==> config.mk <==
export PLATFORM = sky130hd
export DESIGN_NAME = data_mem_arbiter
export DESIGN_NICKNAME = d
export VERILOG_FILES = /design/src/rtl/data_mem_arbiter.sv
export SDC_FILE = /design/constraint.sdc
export NUM_CORES = 1
export LEC_CHECK = 0
export BUFFER_PORTS_ARGS = -buffer_cell sky130_fd_sc_hd__buf_2
export CORE_AREA = 3 3 130 132
export DETAILED_ROUTE_END_ITERATION = 10
export DIE_AREA = 0 0 133 135
export SETUP_SLACK_MARGIN = 0.1
export SLEW_MARGIN = 0
export SYNTH_ARGS = -nofsm -noshare
export SYNTH_HDL_FRONTEND = slang
export SYNTH_SLANG_ARGS = --single-unit
==> constraint.sdc <==
create_clock -name clk -period 1.7 [get_ports clk]
set_input_delay 0.085 -clock clk [delete_from_list [all_inputs] [get_ports clk]]
set_output_delay 0.085 -clock clk [all_outputs]
set_load 0.01 [all_outputs]
==> src/rtl/data_mem_arbiter.sv <==
// Two-master arbiter in front of the single-ported data memory: round-robin grants,
// a bounded bus lock for read-modify-write, and one-cycle read-data routing back to the requester.
module data_mem_arbiter #(
    parameter int ADDR_W   = 32,
    parameter int DATA_W   = 32,
    parameter int LOCK_MAX = 16
) (
    input  logic              clk,
    input  logic              rst,

    input  logic              m0_valid,
    output logic              m0_ready,
    input  logic [1:0]        m0_wr,
    input  logic [ADDR_W-1:0] m0_addr,
    input  logic [DATA_W-1:0] m0_wdata,
    input  logic              m0_lock,
    output logic              m0_rvalid,
    output logic [DATA_W-1:0] m0_rdata,

    input  logic              m1_valid,
    output logic              m1_ready,
    input  logic [1:0]        m1_wr,
    input  logic [ADDR_W-1:0] m1_addr,
    input  logic [DATA_W-1:0] m1_wdata,
    input  logic              m1_lock,
    output logic              m1_rvalid,
    output logic [DATA_W-1:0] m1_rdata,

    output logic [ADDR_W-1:0] mem_rd_addr,
    input  logic [DATA_W-1:0] mem_rd_data,
    output logic [1:0]        mem_wr,
    output logic [ADDR_W-1:0] mem_wr_addr,
    output logic [DATA_W-1:0] mem_wr_data
);

    localparam int              CNT_W   = $clog2(LOCK_MAX + 1);
    localparam logic [CNT_W-1:0] CNT_MAX = CNT_W'(LOCK_MAX);
    localparam logic [CNT_W-1:0] CNT_ONE = CNT_W'(1);
    localparam logic [CNT_W-1:0] CNT_ZERO = CNT_W'(0);

    typedef enum logic {
        LK_UNLOCKED = 1'b0,
        LK_LOCKED   = 1'b1
    } lock_state_e;

    lock_state_e       lock_state_q, lock_state_d;
    logic              lock_owner_q, lock_owner_d;
    logic [CNT_W-1:0]  lock_cnt_q,   lock_cnt_d;
    logic              last_grant_q, last_grant_d;
    logic              rd_pend_q,    rd_pend_d;
    logic              rd_tag_q,     rd_tag_d;
    logic [DATA_W-1:0] rdata0_q,     rdata0_d;
    logic [DATA_W-1:0] rdata1_q,     rdata1_d;

    logic              gnt0_s;
    logic              gnt1_s;
    logic              any_gnt_s;
    logic [1:0]        sel_wr_s;
    logic              sel_lock_s;
    logic              rd_xfer_s;

    // Grant selection: reset blocks everything, a lock owner excludes the other port,
    // otherwise the port that did not win last time takes a tie.
    always_comb begin
        gnt0_s = 1'b0;
        gnt1_s = 1'b0;
        if (rst) begin
            gnt0_s = 1'b0;
            gnt1_s = 1'b0;
        end else if (lock_state_q == LK_LOCKED) begin
            gnt0_s = m0_valid && !lock_owner_q;
            gnt1_s = m1_valid &&  lock_owner_q;
        end else if (m0_valid && m1_valid) begin
            gnt0_s =  last_grant_q;
            gnt1_s = !last_grant_q;
        end else begin
            gnt0_s = m0_valid;
            gnt1_s = m1_valid;
        end
    end

    assign m0_ready  = gnt0_s;
    assign m1_ready  = gnt1_s;
    assign any_gnt_s = gnt0_s || gnt1_s;

    // Payload mux onto the memory pins; with no grant port 0's address idles on rd_addr.
    always_comb begin
        sel_wr_s    = 2'b00;
        sel_lock_s  = 1'b0;
        mem_rd_addr = m0_addr;
        mem_wr_addr = m0_addr;
        mem_wr_data = m0_wdata;
        if (gnt1_s) begin
            sel_wr_s    = m1_wr;
            sel_lock_s  = m1_lock;
            mem_rd_addr = m1_addr;
            mem_wr_addr = m1_addr;
            mem_wr_data = m1_wdata;
        end else begin
            sel_wr_s    = m0_wr;
            sel_lock_s  = m0_lock;
            mem_rd_addr = m0_addr;
            mem_wr_addr = m0_addr;
            mem_wr_data = m0_wdata;
        end
    end

    assign mem_wr    = any_gnt_s ? sel_wr_s : 2'b00;
    assign rd_xfer_s = any_gnt_s && (sel_wr_s == 2'b00);

    // Lock FSM: the count tracks cycles spent locked; reaching LOCK_MAX forces release
    // at the end of that cycle even if the owner keeps asking for the lock.
    always_comb begin
        lock_state_d = lock_state_q;
        lock_owner_d = lock_owner_q;
        lock_cnt_d   = lock_cnt_q;
        case (lock_state_q)
            LK_UNLOCKED: begin
                if (any_gnt_s && sel_lock_s) begin
                    lock_state_d = LK_LOCKED;
                    lock_owner_d = gnt1_s;
                    lock_cnt_d   = CNT_ONE;
                end else begin
                    lock_cnt_d   = CNT_ZERO;
                end
            end
            LK_LOCKED: begin
                if (lock_cnt_q == CNT_MAX) begin
                    lock_state_d = LK_UNLOCKED;
                    lock_cnt_d   = CNT_ZERO;
                end else if (any_gnt_s && !sel_lock_s) begin
                    lock_state_d = LK_UNLOCKED;
                    lock_cnt_d   = CNT_ZERO;
                end else begin
                    lock_cnt_d   = lock_cnt_q + CNT_ONE;
                end
            end
            default: begin
                lock_state_d = LK_UNLOCKED;
                lock_cnt_d   = CNT_ZERO;
            end
        endcase
    end

    // Round-robin pointer and read-return bookkeeping.
    always_comb begin
        last_grant_d = last_grant_q;
        rd_tag_d     = rd_tag_q;
        rd_pend_d    = rd_xfer_s;
        if (any_gnt_s) begin
            last_grant_d = gnt1_s;
        end else begin
            last_grant_d = last_grant_q;
        end
        if (rd_xfer_s) begin
            rd_tag_d = gnt1_s;
        end else begin
            rd_tag_d = rd_tag_q;
        end
    end

    // A read accepted just before reset must not surface, so rvalid is masked by rst.
    assign m0_rvalid = !rst && rd_pend_q && !rd_tag_q;
    assign m1_rvalid = !rst && rd_pend_q &&  rd_tag_q;

    // Read data passes straight through while valid and is held afterwards.
    always_comb begin
        rdata0_d = rdata0_q;
        rdata1_d = rdata1_q;
        m0_rdata = rdata0_q;
        m1_rdata = rdata1_q;
        if (m0_rvalid) begin
            rdata0_d = mem_rd_data;
            m0_rdata = mem_rd_data;
        end else begin
            rdata0_d = rdata0_q;
            m0_rdata = rst ? {DATA_W{1'b0}} : rdata0_q;
        end
        if (m1_rvalid) begin
            rdata1_d = mem_rd_data;
            m1_rdata = mem_rd_data;
        end else begin
            rdata1_d = rdata1_q;
            m1_rdata = rst ? {DATA_W{1'b0}} : rdata1_q;
        end
    end

    // State registers with synchronous reset.
    always_ff @(posedge clk) begin
        if (rst) begin
            lock_state_q <= LK_UNLOCKED;
            lock_owner_q <= 1'b0;
            lock_cnt_q   <= CNT_ZERO;
            last_grant_q <= 1'b1;
            rd_pend_q    <= 1'b0;
            rd_tag_q     <= 1'b0;
            rdata0_q     <= {DATA_W{1'b0}};
            rdata1_q     <= {DATA_W{1'b0}};
        end else begin
            lock_state_q <= lock_state_d;
            lock_owner_q <= lock_owner_d;
            lock_cnt_q   <= lock_cnt_d;
            last_grant_q <= last_grant_d;
            rd_pend_q    <= rd_pend_d;
            rd_tag_q     <= rd_tag_d;
            rdata0_q     <= rdata0_d;
            rdata1_q     <= rdata1_d;
        end
    end

endmodule

; After elaboration in Yosys (flattened, before gate mapping)
; Cells that the tools add are included.
[totals]
inputBits = 170
ram_bits = 0
rom_bits = 0
latch_bits = 0
reg_bits = 74
output_inout_bits = 166
elab_cells = 51
memories = 0
[classes]
n_reduce_logical = 17
n_shift = 0
bitwise_logic = 1
multipliers = 0
eq_ne = 1
div_mod_pow = 0
magnitude_cmp = 0
n_mux = 23
add_sub_neg = 1
[ops]
columns = operator, count
row1 = two-way mux 32 bit, 6
row2 = two-way mux 1 bit, 11
row3 = two-way mux 5 bit, 2
row4 = case mux 5 bit (2 select lines), 1
row5 = logical AND 1 bit, 9
row6 = "adder 5 x 1 -> 5 bit, second input constant", 1
row7 = "equality test 5 bit, second input constant", 1
row8 = zero test 1 bit, 5
row9 = two-way mux 2 bit, 2
row10 = zero test 2 bit, 1
row11 = case mux 1 bit (2 select lines), 1
row12 = AND reduction 2 bit, 1
row13 = logical OR 1 bit, 1
row14 = NOT 1 bit, 1

; Logic depth before layout (Yosys ltp)
; Gate-level depths: netlist of run 1.
[depth]
word_depth = 10
depth_mapped = 9
depth_no_buf = 6

; Least setup slack after synthesis of run 1
; OpenSTA, ideal clock, no wires.
[synth_path]
kind = register to output
start = register lock_state_q
end = output mem_wr_addr[0]
n_path_buf = 3
path_slack_ns = 0.216
t_arrival_ns = 1.399
path_stages_with_launch = 8
cell_sequence = dfxtp_1 > nand3b_1 > nand3_2 > buf_4 > clkbuf_1 > nand2_1 > nand2_1 > buf_4
[synth_between]
elab_chain_cells = 3
[synth_rtl]
columns = element, line
row1 = "start, declared", 46  ; lock_state_e lock_state_q, lock_state_d;
row2 = "start signal, assigned", 200  ; lock_state_q <= lock_state_d;
row3 = two-way mux 1 bit, 70  ; end else if (lock_state_q == LK_LOCKED) begin
row4 = two-way mux 1 bit, 67  ; if (rst) begin
row5 = two-way mux 32 bit, --
row6 = "end, declared", 32  ; output logic [ADDR_W-1:0] mem_wr_addr,
; No other way between the ends.

; Final worst setup path of run 1
[layout_path]
start = register lock_state_q
end = output mem_wr_data[31]
[layout_between]
elab_chain_cells = 3
[layout_rtl]
columns = element, line
row1 = two-way mux 1 bit, 70
row2 = two-way mux 1 bit, 67
row3 = two-way mux 32 bit, 93  ; if (gnt1_s) begin
row4 = "end, declared", 33  ; output logic [DATA_W-1:0] mem_wr_data
; No other way between the ends.

==> results of run 1 <==
## Yosys cell counts
cell type / count / area (um^2)
a211oi_2: 1 / 12.5
a21boi_1: 1 / 7.51
a21oi_1: 132 / 661
a2bb2oi_1: 1 / 8.76
a31oi_1: 2 / 12.5
and3b_1: 1 / 8.76
and4_1: 1 / 8.76
buf_2: 14 / 70.1
buf_4: 34 / 255
clkbuf_1: 25 / 93.8
dfxtp_1: 74 / 1480
ha_1: 2 / 25.0
inv_1: 6 / 22.5
inv_2: 4 / 15.0
nand2_1: 327 / 1230
nand2b_1: 2 / 12.5
nand3_1: 5 / 25.0
nand3_2: 1 / 10.0
nand3b_1: 1 / 7.51
nor2_1: 7 / 26.3
nor2b_1: 2 / 12.5
nor3_1: 1 / 5.00
nor4_1: 1 / 6.26
o21ai_0: 1 / 5.00
o21ai_1: 1 / 5.00
o221ai_2: 1 / 15.0
o311a_1: 2 / 20.0
o31a_1: 1 / 8.76
o31ai_4: 1 / 21.3
or2_2: 1 / 6.26
or3_1: 2 / 12.5
xnor2_1: 1 / 8.76
xor2_1: 2 / 17.5
## area by class of cell
| cell class | instances | area [um^2] | area share (%) |
|---|---|---|---|
| tap | 216 | 270 | 3.60 |
| multi-input combinational | 501 | 2860 | 38.2 |
| clock inverter | 3 | 46.3 | 0.617 |
| timing repair buffer | 379 | 2500 | 33.3 |
| inverter | 10 | 65.1 | 0.867 |
| sequential | 74 | 1490 | 19.9 |
| clock buffer | 13 | 270 | 3.60 |
## critical path: cells and delay by family (launching register included)
family / cells / cell delay (ns)
simple gates: 4 / 0.49
buf+inv: 3 / 0.49
flops: 1 / 0.36
## metrics by stage
stage          TNS [ns]  util [%]
6_report          -2.26      47.4
5_1_grt          -12.27      47.4
4_1_cts           -4.95      41.8
3_5_place_dp          0      36.8
3_3_place_gp          0      36.8
2_1_floorplan         0         -
## flip-flops by register name, summed over array words and instances (netlist names)
| register | flops |
|---|---|
| last_grant_q | 1 |
| lock_cnt_q | 5 |
| lock_owner_q | 1 |
| lock_state_q | 1 |
| rd_pend_q | 1 |
| rd_tag_q | 1 |
| rdata0_q | 32 |
| rdata1_q | 32 |
## where the power goes
group	internal (W)	switching (W)
Clock	0.00126	0.000730
Combinational	0.000649	0.000809
Sequential	0.00176	0.0000194
## worst min path at each step
stage | startpoint | to | slack, ns | cells past startpoint
floorplan | m1_valid | last_grant_q | 0.23 | 2
global placement | mem_rd_data[23] | rdata1_q[23] | 0.37 | 3
detailed placement | mem_rd_data[18] | rdata1_q[18] | 0.37 | 3
CTS | mem_rd_data[22] | rdata1_q[22] | 0.01 | 3
global route | mem_rd_data[30] | rdata1_q[30] | 0.02 | 3
finish | mem_rd_data[30] | rdata0_q[30] | 0.03 | 3
## logic make-up after synthesis
logic type	count (synthesis)	share of synthesized area [%]
AO/OA/AOI/OAI	144	18.8
XOR/XNOR	3	0.636
adder cells (fa/ha/maj)	2	0.605
buffers and inverters	83	11.0
flip-flops	74	35.8
AND/OR/NAND/NOR	352	33.1
## per-layer routing
layer | share of wire, % | GRT usage [%] | vias up
li1 | - | - | 2739
met2 | 48 | 31.6 | 219
met5 | 0.30 | 0 | -
met1 | 40 | 23.9 | 2457
met4 | 2.3 | 6.76 | 8
met3 | 9.2 | 8.08 | 31
## repair_timing
action	in CTS	in global routing
gates resized for setup	87	172
endpoints found under the setup margin	162	164
cloned	4	7
pin swaps	5	75
buffers inserted	8	12
hold buffers	0	0
==> summary.txt, run 1 <==
Clock Skews - 0.00649 ns
Final setup vio count - 89
Max-cap violations - 0
Max_slew headroom - 42.2%
FF+latch count, synth - 74
Wire length of the first global-routing pass - 27.5 mm
WL/cell - 16.8 um
Initial antenna violation count - 4
Initial DRC count - 317
VDD IR max - 353 uV
Crit-path max cell delay - 0.36 ns
Synthesis-to-layout area growth - 81.5%
Post-synthesis cell type count - 33
Crit Reg-Reg Startpoint - lock_state_q
Peak fanout along the critical path - 25
Nets - 1147
FILL cells - 1618
Outcome - finished with violations
TritonCTS clock tree - yes
Worst-skew pair later-pin latency - 0.33 ns
Critical path class - reg -> out
HPWL after DPL - 14.7 mm
Reg clk slew, reported paths - 0.06 ns
Layout cells sized above 1 - 54.6%
RePlAce Congestion - 0.860
Failing checks - setup timing
Die area - 18000 um^2
Reg2reg end - rd_tag_q
Max Freq - 567 MHz
Post-Route WL - 20.1 mm
Register-to-Register Setup Slack - 0.03 ns
Largest net degree at the start of global routing - 73
Clock Sinks - 74
IO Port Bufs - 335
Inserted Clock Buffers - 9
Root cell of the clock tree - clkbuf_16
Vias - 5454
I/O Pins - 336
Final period util - 104%
Cell Chain, Critical Path - nand3b_1, nand3_4, inv_8, buf_16, nand2_1, nand2_1, buf_2
Pwr Total - 0.00523 W
Core Area - 15800 um^2
Starting Density - 26.1%
Commonest non-fill, non-tap cells in the layout - buf_2, nand2_1, a21oi_1
Post-Layout Cell Count - 1196
Tmin final - 1.76 ns
Crit. End Element - output port
Hold crit path type - in -> reg
Ys Warns - 0
Pre-CTS setup slack - 0.101 ns
Critical path endpoint - mem_wr_data[31]
GR Overflow Total - 0
DR pass1 iterations - 5
Slowest cell on the critical path - dfxtp_4
H-tree Lvls - 3
Hold slack final - 0.0288 ns
Worst EP required - 1.62 ns
Synthesized Nets - 830
Cell mode on critical path - nand2_1
Row count - 46
Worst Reg-to-Reg Cells - 6
Clock Path Buffers - 2
Critical Path Source Type - register
Cell Area, Placed - 5820 um^2
P_leak - 3.81 nW
DRC - 0
Slew Limit Fails - 0
Pwr Density - 697 nW/um^2
Design area - 7500 um^2
Final ANT Viol Nets - 0
Vias/cell - 4.56
Register area share after synthesis - 35.8%
Total GRT Usage - 19.7%
Die width - 133 um
Die span in y - 135 um
RSZ-0062 raised after global routing - yes
Syn avg cell area - 6.28 um^2
Critical path launch point - lock_state_q
Synthesized area - 4140 um^2
Number of global-route vias before repair - 4919
Most common cell after layout, fill and taps aside - buf_2
CP Data Arrival Time - 1.68 ns
Ant. Diodes - 0
Worst slew pin tran - 0.867 ns
Post-synthesis cell count - 658
Total placed cells including tap cells - 1150
Final Hold Vio Count - 0
PnR worst setup slack - -0.0629 ns
(Power assumes the default switching activity.)
==> run 2: changes to the inputs <==
==> constraint.sdc (replaced) <==
create_clock -name clk -period 1.7 [get_ports clk]
set_input_delay 0.51 -clock clk [delete_from_list [all_inputs] [get_ports clk]]
set_output_delay 0.51 -clock clk [all_outputs]
set_load 0.01 [all_outputs]
==> run 2 against run 1 <==
The flow still finishes with violations (setup timing). Combinational power is 29% higher. Count of clock-buffer cells in the layout did not move. Utilization increased by 12 points. Routed wire length increased by 11%. Critical path type unchanged. Critical endpoint is now mem_wr[1]. Largest cell class is now buffers.
==> summary.txt, run 2 (synthesis gave the netlist of run 1 again) <==
Inserted Clock Buffers - 9 (unchanged)
Crit Reg-Reg Startpoint - lock_state_q (unchanged)
Initial antenna violation count - 0 (was 4)
Row count - 46 (unchanged)
Vias/cell - 4.65 (was 4.56)
Cell Chain, Critical Path - nand3b_1, nand3_4, buf_6, buf_12, clkinv_8, nand2_4, a21oi_4, buf_6 (was nand3b_1, nand3_4, inv_8, buf_16, nand2_1, nand2_1, buf_2)
Critical Path Source Type - register (unchanged)
Outcome - finished with violations (unchanged)
Reg clk slew, reported paths - 0.06 ns (about the same)
HPWL after DPL - 14.8 mm (was 14.7 mm)
Die width - 133 um (unchanged)
Final Hold Vio Count - 0 (unchanged)
Worst Reg-to-Reg Cells - 8 (was 6)
Critical path class - reg -> out (unchanged)
Crit-path max cell delay - 0.36 ns (about the same)
Register area - 1490 um^2 (about the same)
Register-to-Register Setup Slack - 0.02 ns (was 0.03 ns)
Max Freq - 459 MHz (was 567 MHz)
Worst-skew pair later-pin latency - 0.33 ns (about the same)
TritonCTS clock tree - yes (unchanged)
Setup TNS - -62.44 ns (was -2.26 ns)
Max_slew headroom - 81.0% (was 42.2%)
IO Port Bufs - 335 (unchanged)
RSZ-0062 raised after global routing - yes (unchanged)
Hold crit path type - reg -> reg (was in -> reg)
Final period util - 128% (was 104%)
Pwr Total - 0.00574 W (was 0.00523 W)
Final setup vio count - 166 (was 89)
Clock Sinks - 74 (unchanged)
Peak fanout along the critical path - 4 (was 25)
Slew Limit Fails - 0 (unchanged)
FILL cells - 1350 (was 1618)
Reg2reg end - rd_pend_q (was rd_tag_q)
Failing checks - setup timing (unchanged)
Max-cap violations - 0 (unchanged)
Pwr Density - 607 nW/um^2 (was 697 nW/um^2)
Cell Area, Placed - 6640 um^2 (was 5820 um^2)
Initial DRC count - 296 (was 317)
Slowest cell on the critical path - dfxtp_4 (unchanged)
Crit. End Element - output port (unchanged)
Design area - 9450 um^2 (was 7500 um^2)
P_leak - 4.87 nW (was 3.81 nW)
Vias - 5912 (was 5454)
Wire length of the first global-routing pass - 26.8 mm (was 27.5 mm)
I/O Pins - 336 (unchanged)
Hold Buf Count CTS - 0 (unchanged)
Final ANT Viol Nets - 0 (unchanged)
Total GRT Usage - 18.9% (was 19.7%)
Largest net degree at the start of global routing - 56 (was 73)
Total placed cells including tap cells - 1204 (was 1150)
Die span in y - 135 um (unchanged)
DRC - 0 (unchanged)
WL/cell - 17.5 um (was 16.8 um)
DR pass1 iterations - 5 (unchanged)
Worst slew pin tran - 0.285 ns (was 0.867 ns)
Starting Density - 26.1% (unchanged)
RePlAce Congestion - 0.871 (was 0.860)
Nets - 1223 (was 1147)
Clock Skews - 0.00725 ns (was 0.00649 ns)
Ant. Diodes - 0 (unchanged)
Layout cells sized above 1 - 70.8% (was 54.6%)
PnR worst setup slack - -0.476 ns (was -0.0629 ns)
Area of the multi-input gates - 3630 um^2 (was 2860 um^2)
Most common cell after layout, fill and taps aside - buf_2 (unchanged)
Cell mode on critical path - buf_6 (was nand2_1)
Clock Path Buffers - 2 (unchanged)
Post-Route WL - 22.2 mm (was 20.1 mm)
Number of global-route vias before repair - 4956 (was 4919)
Post-Layout Cell Count - 1271 (was 1196)
Synthesis-to-layout area growth - 128% (was 81.5%)
Critical path endpoint - mem_wr[1] (was mem_wr_data[31])
VDD IR max - 418 uV (was 353 uV)
Final core occ - 59.7% (was 47.4%)
GR Overflow Total - 0 (unchanged)
CP Data Arrival Time - 1.67 ns (was 1.68 ns)
Core Area - 15800 um^2 (unchanged)
Commonest non-fill, non-tap cells in the layout - buf_2, nand2_1, nand2_4 (was buf_2, nand2_1, a21oi_1)
H-tree Lvls - 3 (unchanged)
Worst EP required - 1.19 ns (was 1.62 ns)
Root cell of the clock tree - clkbuf_16 (unchanged)
Die area - 18000 um^2 (unchanged)
Tmin final - 2.18 ns (was 1.76 ns)
Critical path launch point - lock_state_q (unchanged)
Largest regs - rdata0_q: 32 flops, rdata1_q: 32 flops, lock_cnt_q: 5 flops (unchanged)
==> run 2: cell count changes in the layout (fill, tap and decap cells not counted), moves of 3 or more <==
cell	previous run	this run
a21oi_1	87	65
a21oi_4	0	4
buf_16	4	1
buf_6	23	79
nand2_2	28	78
buf_4	28	72
nand2_1	250	136
nand2_4	49	112
buf_12	11	20
buf_2	306	261
clkbuf_16	15	26
a21oi_2	45	63
==> run 2: worst min path at each step <==
| stage | from | endpoint | slack (ns) | cells past startpoint |
|---|---|---|---|---|
| global route | mem_rd_data[23] | rdata1_q[23] | 0.47 | 3 |
| CTS | mem_rd_data[22] | rdata0_q[22] | 0.44 | 3 |
| global placement | rdata0_q[0] | rdata0_q[0] | 0.45 | 2 |
| floorplan | rdata0_q[0] | rdata0_q[0] | 0.44 | 2 |
| detailed placement | rdata0_q[0] | rdata0_q[0] | 0.46 | 2 |
| finish | rdata1_q[21] | rdata1_q[21] | 0.47 | 2 |
==> run 2: power breakdown <==
group | internal [W] | switching [W]
Clock | 0.00136 | 0.000712
Sequential | 0.00176 | 0.0000191
Combinational | 0.000901 | 0.000985
==> run 2: layer usage <==
layer	part of all wire [%]	vias up	wire, um	GRT usage [%]
met3	8.0	39	1780	6.11
li1	-	2887	-	-
met2	50	260	11000	31.2
met1	39	2726	8760	23.4
met5	0	-	0	0
met4	2.8	0	629	6.35
==> run 2: through the flow <==
step	hold slack, ns	setup WS (ns)
2_1_floorplan	0.444	-0.259
3_3_place_gp	0.450	-0.427
3_5_place_dp	0.460	-0.444
4_1_cts	0.442	-0.473
5_1_grt	0.469	-0.559
6_report	0.467	-0.476
==> run 2: repair_timing <==
action                     CTS  global route
gates cloned                 0            24
buffers inserted             1            27
pin swaps                    1           156
setup endpoints to repair  168           173
resized for setup           84           357
==> run 2: layout make-up <==
cell class,instances,share of cell area [%]
clock buffers,13,2.75
clock inverters,2,0.636
inverters,10,0.861
multi-input cells,501,38.4
flip-flops and latches,74,15.8
well taps,216,2.86
repair buffers,453,38.5
repair inverters,2,0.265
==> run 2: critical path, delay by kind of cell (launching register included) <==
kind                   cells  cell delay [ns]
buffers and inverters      4             0.46
AOI/OAI and AO/OA          1             0.17
DFF                        1             0.36
and+or+nand+nor            3             0.33
==> run 3: changes to the inputs <==
Settings changed: PLACE_DENSITY_LB_ADDON set to 0.15.
==> run 3 against run 2 <==
The flow still finishes with violations (setup timing). Die area stayed put. Final area is 7.4% lower. Utilization is 4.4 points lower. Global-route usage hardly changed. First-iteration DRC count is 20% higher. Maximum frequency is 1.4% lower. Critical path depth stayed put. Via count is 3.6% lower. Worst setup slack worse by 0.032 ns. Register-to-register slack worse by 0.12 ns. Count of clock-buffer cells in the layout is 3 lower. Clock power is 4% higher. Largest power group unchanged.
==> summary.txt, run 3 (synthesis gave the netlist of run 1 again) <==
Inserted Clock Buffers - 9 (unchanged)
Max-cap violations - 0 (unchanged)
Initial antenna violation count - 2 (was 0)
Worst slew pin tran - 0.509 ns (was 0.285 ns)
Initial DRC count - 355 (was 296)
Vias/cell - 4.51 (was 4.65)
PnR worst setup slack - -0.508 ns (was -0.476 ns)
Failing checks - setup timing (unchanged)
Die span in y - 135 um (unchanged)
Peak fanout along the critical path - 8 (was 4)
Clock Skews - 0.00803 ns (was 0.00725 ns)
Starting Density - 26.1% (unchanged)
Row count - 46 (unchanged)
DR pass1 iterations - 6 (was 5)
Worst-skew pair later-pin latency - 0.33 ns (about the same)
CP Data Arrival Time - 1.70 ns (was 1.67 ns)
Final Hold Vio Count - 0 (unchanged)
Vias - 5698 (was 5912)
Hold slack final - 0.455 ns (was 0.467 ns)
Number of global-route vias before repair - 4857 (was 4956)
VDD IR max - 470 uV (was 418 uV)
RSZ-0062 raised after global routing - yes (unchanged)
Die area - 18000 um^2 (unchanged)
Final core occ - 55.3% (was 59.7%)
Max Freq - 453 MHz (was 459 MHz)
Tmin final - 2.21 ns (was 2.18 ns)
Most common cell after layout, fill and taps aside - buf_2 (unchanged)
Nets - 1214 (was 1223)
Core Area - 15800 um^2 (unchanged)
Critical Path Source Type - register (unchanged)
HPWL after DPL - 14.6 mm (was 14.8 mm)
RePlAce Congestion - 0.809 (was 0.871)
Clock Sinks - 74 (unchanged)
Clock Path Buffers - 2 (unchanged)
Final period util - 130% (was 128%)
DRC - 0 (unchanged)
Post-Route WL - 21.1 mm (was 22.2 mm)
Commonest non-fill, non-tap cells in the layout - buf_2, nand2_1, nand2_2 (was buf_2, nand2_1, nand2_4)
Synthesis-to-layout area growth - 112% (was 128%)
Die width - 133 um (unchanged)
Largest regs - rdata0_q: 32 flops, rdata1_q: 32 flops, lock_cnt_q: 5 flops (unchanged)
Slew Limit Fails - 0 (unchanged)
Final ANT Viol Nets - 0 (unchanged)
P_leak - 4.29 nW (was 4.87 nW)
Pwr Density - 640 nW/um^2 (was 607 nW/um^2)
Worst EP required - 1.19 ns (about the same)
Outcome - finished with violations (unchanged)
H-tree Lvls - 3 (unchanged)
Total GRT Usage - 19.0% (was 18.9%)
TritonCTS clock tree - yes (unchanged)
Hold crit path type - in -> reg (was reg -> reg)
Critical path class - reg -> out (unchanged)
Root cell of the clock tree - clkbuf_16 (unchanged)
Layout cells sized above 1 - 66.5% (was 70.8%)
Wire length of the first global-routing pass - 26.8 mm (unchanged)
GR Overflow Total - 0 (unchanged)
Largest net degree at the start of global routing - 95 (was 56)
WL/cell - 16.7 um (was 17.5 um)
Reg clk slew, reported paths - 0.06 ns (about the same)
IO Port Bufs - 335 (unchanged)
Crit. End Element - output port (unchanged)
Final setup vio count - 168 (was 166)
Max_slew headroom - 66.1% (was 81.0%)
I/O Pins - 336 (unchanged)
[run 3: layout make-up]
| cell class | count | area (um^2) |
|---|---|---|
| tap | 216 | 270 |
| clock buffer | 10 | 229 |
| antenna | 1 | 2.50 |
| fill | 1501 | 7080 |
| inverter | 10 | 67.6 |
| clock inverter | 5 | 104 |
| timing repair buffer | 446 | 3370 |
| sequential | 74 | 1490 |
| multi-input combinational | 501 | 3210 |
[run 3: worst paths after layout]
kind	cells after the start	to	slack (ns)	from
hold / removal	3	rdata1_q[26]	0.46	mem_rd_data[26]
setup reg to reg	7	rd_tag_q	-0.10	lock_state_q
hold reg to reg	2	rdata1_q[11]	0.47	rdata1_q[11]
setup / recovery	8	mem_wr_addr[19]	-0.51	lock_state_q
[run 3: through the flow]
step | power (W) | instance area, um^2 | cells | setup WS [ns] | setup TNS (ns)
global route | 0.00583 | 8750 | 1263 | -0.545 | -73.48
detailed placement | 0.00307 | 6670 | 1207 | -0.415 | -54.94
finish | 0.00560 | 8750 | 1263 | -0.508 | -63.79
global placement | 0.00307 | 6670 | 1207 | -0.400 | -53.35
CTS | 0.00536 | 7270 | 1224 | -0.479 | -62.08
floorplan | 0.00253 | 4600 | 658 | -0.259 | -25.23
[run 3: report_power, final]
group	switching [W]	internal (W)
Sequential	0.0000145	0.00176
Clock	0.000729	0.00143
Combinational	0.000869	0.000798
[run 3: critical path, stage by stage, from the launching register on]
cell and delay [ns]:
dfxtp_2 0.33, nand3b_1 0.22, nand3_4 0.19, inv_8 0.06, buf_12 0.13, clkbuf_16 0.15, nand2_1 0.08, nand2_2 0.06
buf_2 0.14
[run 3: timing repair]
| item | 4_1_cts | 5_1_grt |
|---|---|---|
| setup endpoints to repair | 173 | 173 |
| hold buffers | 0 | 0 |
| cloned | 1 | 17 |
| pin swaps | 4 | 110 |
| resized for setup | 63 | 243 |
| endpoints found under the hold margin | 0 | 0 |
| buffers inserted | 1 | 21 |
[run 3: layer usage]
layer | wire, um | part of all wire, % | track usage (%)
met3 | 1670 | 7.9 | 5.77
met4 | 262 | 1.2 | 4.85
met5 | 16 | 0.076 | 0
met2 | 10200 | 48 | 31.3
met1 | 8910 | 42 | 24.2
